===== src/rtl/nibble_cmp_chain.sv =====
// ---------------------------------------------------------------------------
// nibble_cmp_chain
//
// Purpose:
//   Sits directly after the 4-bit magnitude comparator and folds its
//   per-nibble lt/eq/gt results into one unsigned compare of a
//   NIBBLES*4-bit word. Nibbles are requested MSB first through nib_idx,
//   which drives the operand mux in front of the comparator. The first
//   unequal nibble decides the word result; later nibbles cannot change it.
//
// Optional feature:
//   NIBBLE_CMP_EARLY_EXIT_EN - when defined, the first deciding beat ends
//   the compare immediately and nib_idx holds its value. When undefined,
//   every nibble is always consumed, so latency does not depend on data.
//   The final result is the same in both builds.
//
// Ports:
//   clk       in   clock, all state changes on the rising edge
//   rst       in   synchronous active-high reset, aborts a compare in flight
//   start     in   begin a compare (honoured in IDLE or DONE only)
//   in_valid  in   comparator result for nibble nib_idx is present
//   lt_in     in   comparator a < b for the current nibble
//   eq_in     in   comparator a == b for the current nibble
//   gt_in     in   comparator a > b for the current nibble
//   in_ready  out  block accepts a nibble result this cycle
//   nib_idx   out  index of the requested nibble, NIBBLES-1 down to 0
//   busy      out  compare in progress
//   done      out  one-cycle pulse when the result is final
//   res_lt    out  word a < b, held until the next start
//   res_eq    out  word a == b, held until the next start
//   res_gt    out  word a > b, held until the next start
//   err       out  sticky, a malformed nibble result was accepted
// ---------------------------------------------------------------------------
module nibble_cmp_chain #(
  parameter int NIBBLES = 4
) (
  input  logic                       clk,
  input  logic                       rst,
  input  logic                       start,
  input  logic                       in_valid,
  input  logic                       lt_in,
  input  logic                       eq_in,
  input  logic                       gt_in,
  output logic                       in_ready,
  output logic [$clog2(NIBBLES)-1:0] nib_idx,
  output logic                       busy,
  output logic                       done,
  output logic                       res_lt,
  output logic                       res_eq,
  output logic                       res_gt,
  output logic                       err
);

  localparam int IDXW = $clog2(NIBBLES);
  localparam logic [IDXW-1:0] LAST_IDX = IDXW'(NIBBLES - 1);

  typedef enum logic [1:0] {
    IDLE,
    RUN,
    DONE
  } state_t;

  state_t state;

  // Which way the word has been decided; both clear means still equal.
  logic dec_lt;
  logic dec_gt;

  logic decided;
  logic beat;
  logic one_hot;
  logic take_lt;
  logic take_gt;
  logic fin_lt;
  logic fin_gt;
  logic finish;

  // Beat qualification and the result as it would stand after this beat.
  // A malformed beat is treated as eq, so it can never decide the word.
  always_comb begin
    decided = dec_lt | dec_gt;
    beat    = in_valid & in_ready;
    one_hot = ( lt_in & ~eq_in & ~gt_in) |
              (~lt_in &  eq_in & ~gt_in) |
              (~lt_in & ~eq_in &  gt_in);
    take_lt = beat & one_hot & ~decided & lt_in;
    take_gt = beat & one_hot & ~decided & gt_in;
    fin_lt  = dec_lt | take_lt;
    fin_gt  = dec_gt | take_gt;
`ifdef NIBBLE_CMP_EARLY_EXIT_EN
    finish  = (beat & (nib_idx == '0)) | take_lt | take_gt;
`else
    finish  = beat & (nib_idx == '0);
`endif
  end

  // Control FSM. All outputs are registered; in_ready and busy mirror RUN.
  // IDLE and DONE share the start path so a start held through DONE
  // launches the next compare with no IDLE cycle in between.
  always_ff @(posedge clk) begin
    if (rst) begin
      state    <= IDLE;
      in_ready <= 1'b0;
      busy     <= 1'b0;
      done     <= 1'b0;
      nib_idx  <= LAST_IDX;
      res_lt   <= 1'b0;
      res_eq   <= 1'b0;
      res_gt   <= 1'b0;
      err      <= 1'b0;
      dec_lt   <= 1'b0;
      dec_gt   <= 1'b0;
    end else begin
      case (state)
        IDLE, DONE: begin
          done <= 1'b0;
          if (start) begin
            state    <= RUN;
            in_ready <= 1'b1;
            busy     <= 1'b1;
            nib_idx  <= LAST_IDX;
            dec_lt   <= 1'b0;
            dec_gt   <= 1'b0;
            err      <= 1'b0;
            res_lt   <= 1'b0;
            res_eq   <= 1'b0;
            res_gt   <= 1'b0;
          end else begin
            state <= IDLE;
          end
        end

        RUN: begin
          if (beat) begin
            if (!one_hot) begin
              err <= 1'b1;
            end
            if (take_lt) begin
              dec_lt <= 1'b1;
            end
            if (take_gt) begin
              dec_gt <= 1'b1;
            end
            // On an early exit nib_idx is left where it was.
            if (finish) begin
              state    <= DONE;
              in_ready <= 1'b0;
              busy     <= 1'b0;
              done     <= 1'b1;
              res_lt   <= fin_lt;
              res_gt   <= fin_gt;
              res_eq   <= ~(fin_lt | fin_gt);
            end else begin
              nib_idx <= nib_idx - IDXW'(1);
            end
          end
        end

        default: begin
          state <= IDLE;
        end
      endcase
    end
  end

endmodule


===== config.mk =====
export PLATFORM = sky130hd
export DESIGN_NAME = nibble_cmp_chain
export DESIGN_NICKNAME = d
export VERILOG_FILES = /design/src/rtl/nibble_cmp_chain.sv
export SDC_FILE = /design/constraint.sdc
export NUM_CORES = 1
export LEC_CHECK = 0
export CAP_MARGIN = 0
export CORE_MARGIN = 2
export CORE_UTILIZATION = 45
export CTS_CLUSTER_SIZE = 25
export DETAILED_ROUTE_END_ITERATION = 10
export PLACE_DENSITY = 0.84
export SYNTH_ARGS = -nofsm -noshare
export SYNTH_HDL_FRONTEND = slang
export SYNTH_SLANG_ARGS = --single-unit

===== constraint.sdc =====
create_clock -name clk -period 1.4 [get_ports clk]
set_input_delay 0.21 -clock clk [delete_from_list [all_inputs] [get_ports clk]]
set_output_delay 0.21 -clock clk [all_outputs]
set_load 0.01 [all_outputs]

==> out/qor.yml, run 1 <==
crit_path_start_kind: "register"
io_pins: 16
clk_pin_slew_ns: 0.07
status: "complete, no violations"
cts_max_level: 1
cp.required_ns: 1.19
r2r_slack_ns: 0.15
synth_nets: 72
worstPathCellList: "clkdlybuf4s50_1"
finalWirelength_um: 1381
fp.dieH_um: 40.95
fmaxAchievable_ghz: 0.7407
place_inst: 99
layout.cells.most_common: "dfxtp_1"
drive_gt1_frac: 0.1954
worst_pin_slew_ns: 0.3353
gp_congestion: 0.8170
vias: 554
ys_warn_count: 0
drc: 0
numClockSinks: 12
cts_inserted_buffers: 3
met1_usage: 0.2442
period_minus_slack_ns: 1.350
path_class: "reg2out"
r2r_end: "nib_idx[0]"
final.setup.worst_slack_ns: 0.04991
busiest_layer: "met2"
synthCells: 64
min_path_type: "reg2reg"
cp_num_cells: 1
grtUsageMet3: 0.04891
grt_pass1_wl_um: 2166
post-place-ws_ns: -0.1512
p_total_mw: 0.6681
placed_area_um2: 819.5
root_buffer: "clkbuf_4"
stdcell_area_um2: 857.1
crit_arrival_ns: 1.14
routedWlPerCell_um: 13.54
final_util: 0.6670
power_density_nw_per_um2: 779.5
clk-insertion-delay-late_ns: 0.27
crit_path_start: "res_gt"
die-width_um: 40.95
io_buffers: 15
finalSetupViolations: 0
clockBufferDepth: 2
reg2regPathDepth: 5
hold_ws_ns: 0.4530
die_area_um2: 1677
rows: 13
crit_family: "buffers and inverters"
finClkSkew_ns: 0.003537
critical_path.max_stage_delay_ns: 0.54
core_area_um2: 1285
ys_seq_elements: 12
dr.pass1.iters: 4
power_leakage_nw: 0.3949
n_antenna_cell: 0
start_util: 0.4781
cap_violations: 0
r2r_start: "nib_idx[0]"
grt_antenna_before_repair: 0
ir_drop_mv: 0.6907
max_slew_margin: 0.7763
ant_nets: 0
dp_hpwl_um: 1056
n_fill_cell: 104
synth_cell_types: 28
syn_to_final_growth_pct: 39.51
endpoint: "res_gt"
rsz0062_at_grt: "no"
layout.nets: 97
cts_tree: "built"
grt_pass1_vias: 516
yosysSeqAreaShare: 0.3910
period_share: 0.9643
grt_util_all_layers: 0.2029
viasPerCell: 5.431
cp-end-kind: "output pin"
post_cts.repair.setup_buffers: 0
grtUsageMet2: 0.3008
hold_violations: 0
synth_area_per_cell_um2: 9.599
mappedNetlistArea_um2: 614.3
drt-initial-drc-count: 13
crit_fanout: 2
hold_buffers: 0
grt_max_degree: 9
drv_slew: 0
tns_ns: 0
cp_slowest_cell: "clkdlybuf4s50_1"
grt_overflow_total: 0
fin_cells: 102
critPathBufInv: 1
layout_common_cells: "11 x dfxtp_1, 8 x clkdlybuf4s50_1, 8 x buf_4"
layout make-up:
type / count / area (µm²) / area share
multi-input cells: 43 / 327.8 / 0.3825
flip-flops and latches: 12 / 241.5 / 0.2818
repair buffers: 23 / 224.0 / 0.2613
clock buffers: 3 / 22.52 / 0.02628
inverters: 6 / 22.52 / 0.02628
well taps: 15 / 18.77 / 0.02190
sequential cells by signal, summed over array words and instances, names as in the netlist:
name	cells
nib_idx	2
done	1
err	1
res_gt	1
busy	1
state	2
res_eq	1
dec_gt	1
res_lt	1
dec_lt	1
logic make-up (layout without fill, tap and decap cells):
kind of cell | after synthesis | count (layout) | share of synthesized area
buffers and inverters | 9 | 32 | 0.07535
flip-flops | 12 | 12 | 0.3910
AO/OA/AOI/OAI | 19 | 19 | 0.2525
AND/OR/NAND/NOR | 20 | 20 | 0.2179
adder cells (fa/ha/maj) | 1 | 1 | 0.02036
XOR/XNOR | 3 | 3 | 0.04278
synthesized netlist by cell type, drive strengths merged:
cell      n  area share
dfxtp    12        0.39
a21oi     6       0.049
inv       6       0.037
nand2     4       0.024
a31oi     3       0.031
buf       3       0.039
nor2      3       0.018
xnor2     3       0.043
a211oi    2       0.041
a22oi     2       0.024
and4bb    2       0.041
nand2b    2       0.020
nand3     2       0.016
nor3b     2       0.024
a2111oi   1       0.045
a221oi    1       0.014
and2      1       0.014
and2b     1       0.012
and4      1       0.014
and4b     1       0.016
ha        1       0.020
nor3      1       0.016
o211ai    1       0.012
o21ai     1      0.0081
o221ai    1       0.014
o32ai     1       0.014
metal layers:
layer / share of wire / up-vias
met5: 0 / -
met4: 0.045 / 0
met3: 0.048 / 8
met2: 0.46 / 16
met1: 0.45 / 245
li1: - / 285
where the power goes:
part / switching, mW / total [mW] / internal (mW)
logic: 0.0518 / 0.105 / 0.0536
registers: 0.00521 / 0.353 / 0.348
clock network: 0.110 / 0.210 / 0.0994
total: 0.167 / 0.668 / 0.501
how the worst min path moves through the flow:
stage / end / slack (ns) / depth (start not counted) / start
finish: err / 0.45 / 2 / err
global route: err / 0.47 / 2 / err
CTS: err / 0.46 / 2 / err
detailed placement: err / 0.45 / 2 / err
global placement: err / 0.43 / 2 / err
floorplan: nib_idx[0] / 0.39 / 2 / start
timing repair:
| item | CTS | global route |
|---|---|---|
| setup endpoints to repair | 2 | 6 |
| cloned | 0 | 0 |
| gates resized for setup | 2 | 6 |
| endpoints found under the hold margin | 0 | 0 |
No activity file was read; power rests on OpenSTA's default activity.
==> run 2: changes to the inputs <==
- CORE_ASPECT_RATIO: default -> 1.4
- CORE_UTILIZATION: 45 -> 26
- PLACE_DENSITY: 0.84 -> 0.57
==> run 2 against run 1 <==
  * Sequential power about the same
  * Highest routed layer unchanged
  * Worst setup slack lost 0.015 ns
  * Hold slack got worse by 0.0070 ns
  * Via count decreased by 1.3%
  * Core utilization decreased by 27 points
  * Critical path depth stayed put
  * Cell count increased by 7.8%
  * Power grew 0.25%
  * Count of clock-buffer cells in the layout unchanged
  * Maximum frequency fell by 1.1%
  * Largest power group unchanged
  * Largest cell class unchanged
  * Combinational power barely moved
==> out/qor.yml, run 2 (same netlist as run 1, synthesis figures left out) <==
cp-end-kind: "output pin"
ant_nets: 0  # unchanged
hold_end: "err"
clk_pin_slew_ns: 0.07  # about the same
dr.pass1.iters: 4  # unchanged
drt-initial-drc-count: 8  # -5
routedWlPerCell_um: 12.42  # -8.3%
clockBufferDepth: 2  # unchanged
pwr-share-comb: 0.158  # about the same
grt_overflow_total: 0  # unchanged
clk-insertion-delay-late_ns: 0.27  # about the same
final_util: 0.3938  # -0.2732
hold_buffers: 0  # unchanged
top_regs: "nib_idx: 2 flops, state: 2 flops"
grt_antenna_before_repair: 0  # unchanged
grt_pass1_vias: 580  # +12%
power_density_nw_per_um2: 772.5  # -0.91%
worstPathCellList: "clkdlybuf4s50_1"
r2r_start: "busy"
critical_path.max_stage_delay_ns: 0.54  # about the same
min_path_type: "reg2reg"
power_leakage_nw: 0.3705  # -6.2%
status: "complete, no violations"
crit_path_start_kind: "register"
layout.cells.most_common: "dfxtp_1"
grt_pass1_wl_um: 2428  # +12%
die_area_um2: 2773  # +65%
hold_violations: 0  # unchanged
fmaxAchievable_ghz: 0.7328  # -1.1%
place_inst: 107  # +8.1%
cts_max_level: 1  # unchanged
fp.dieH_um: 61.52  # +50%
power.switching_mw: 0.1679  # +0.38%
cts_tree: "built"
grt_max_degree: 9  # unchanged
die-width_um: 45.08  # +10%
layout_common_cells: "11 x dfxtp_1, 9 x clkdlybuf4s50_1, 9 x buf_4"
tns_ns: 0  # unchanged
drc: 0  # unchanged
start_util: 0.2790  # -0.1991
r2r_end: "res_gt"
rsz0062_at_grt: "no"
min_path_cells: 2  # unchanged
crit_family: "buffers and inverters"
fin_cells: 110  # +7.8%
io_buffers: 15  # unchanged
grt_util_all_layers: 0.1236  # -0.07934
cts_inserted_buffers: 3  # unchanged
crit_fanout: 2  # unchanged
n_antenna_cell: 0  # unchanged
r2r_slack_ns: 0.16  # about the same
period_minus_slack_ns: 1.365  # +0.01462 ns
root_buffer: "clkbuf_4"
cap_violations: 0  # unchanged
n_fill_cell: 226  # +120%
cp.required_ns: 1.19  # about the same
io_pins: 16  # unchanged
viasPerCell: 4.973  # -8.4%
pwr-share-seq: 0.527  # about the same
switching_share: 0.2507  # +0.0003243
worst_pin_slew_ns: 0.3571  # +0.02174 ns
gp_congestion: 0.7713  # -5.6%
path_class: "reg2out"
ir_drop_mv: 0.2409  # -65%
critPathBufInv: 1  # unchanged
rows: 20  # +7
dp_hpwl_um: 1123  # +6.3%
drv_slew: 0  # unchanged
internal_power_mw: 0.5019  # +0.20%
vias: 547  # -1.3%
crit_arrival_ns: 1.15  # about the same
core_area_um2: 2202  # +71%
hold_start: "err"
numClockSinks: 12  # unchanged
pwr-share-clk: 0.315  # about the same
finClkSkew_ns: 0.002733  # -0.0008031 ns
syn_to_final_growth_pct: 41.14
finalWirelength_um: 1366  # -1.1%
drive_gt1_frac: 0.2045  # +0.009143
reg2regPathDepth: 3  # -2
finalSetupViolations: 0  # unchanged
cp_slowest_cell: "clkdlybuf4s50_1"
max_slew_margin: 0.7618  # -0.01451
layout.nets: 98  # +1.0%
period_share: 0.9748  # +0.01044
-- run 2: cell types whose count changed in the layout (fill, tap and decap cells not counted), sizes merged --
cell,previous run,this run
dlymetal6s2s,6,4
buf,8,9
dlygate4sd2,1,2
clkdlybuf4s50,8,9
-- run 2: area by class of cell --
cell class                      instances  area, µm²  area share
Clock buffer                            3      22.52     0.02597
Multi-Input combinational cell         43      327.8      0.3781
Timing Repair Buffer                   24      225.2      0.2597
Inverter                                6      22.52     0.02597
Tap cell                               22      27.53     0.03175
Sequential cell                        12      241.5      0.2785
-- run 2: per-layer routing --
metal	vias up	share of wire	GRT usage	wire length [µm]
met4	0	0.031	0.1092	42
li1	281	-	-	-
met2	13	0.54	0.1939	732
met1	249	0.39	0.1365	534
met3	4	0.042	0.02933	57
met5	-	0	0	0
-- run 2: worst max-delay path by stage --
stage                from          to  slack (ns)  depth (start not counted)
2_1_floorplan  nib_idx[0]  nib_idx[0]        0.03                          5
3_3_place_gp     in_valid      res_gt       -0.16                          4
3_5_place_dp     in_valid      res_gt       -0.15                          4
4_1_cts        nib_idx[1]  nib_idx[1]       0.008                          1
5_1_grt            res_gt      res_gt       0.004                          1
6_report           res_gt      res_gt        0.04                          1
-- run 2: metrics by stage --
stage          area (µm²)  hold slack, ns  power, mW  worst slack, ns
2_1_floorplan       614.3          0.3873     0.4116          0.02667
3_3_place_gp        835.8          0.4363     0.4710          -0.1567
3_5_place_dp        835.8          0.4401     0.4705          -0.1542
4_1_cts             857.1          0.4522     0.6814         0.007961
5_1_grt             867.1          0.4919     0.7063         0.003563
6_report            867.1          0.4460     0.6698          0.03530
-- run 2: power groups by stage --
stage	Sequential, mW	Combinational (mW)	Clock (mW)
6_report	0.353	0.106	0.211
5_1_grt	0.354	0.118	0.234
4_1_cts	0.353	0.107	0.221
3_5_place_dp	0.361	0.109	0
3_3_place_gp	0.361	0.110	0
2_1_floorplan	0.364	0.0479	0
-- run 2: what timing repair did --
item,in CTS,in global routing
buffers inserted,0,0
resized for setup,3,4
endpoints found under the setup margin,2,4
pin swaps,0,0
==> run 3: changes to the inputs <==
- SKIP_LAST_GASP: default -> 1
==> results of run 3 <==
The final DEF is identical to that of run 2; final timing and power are the same.
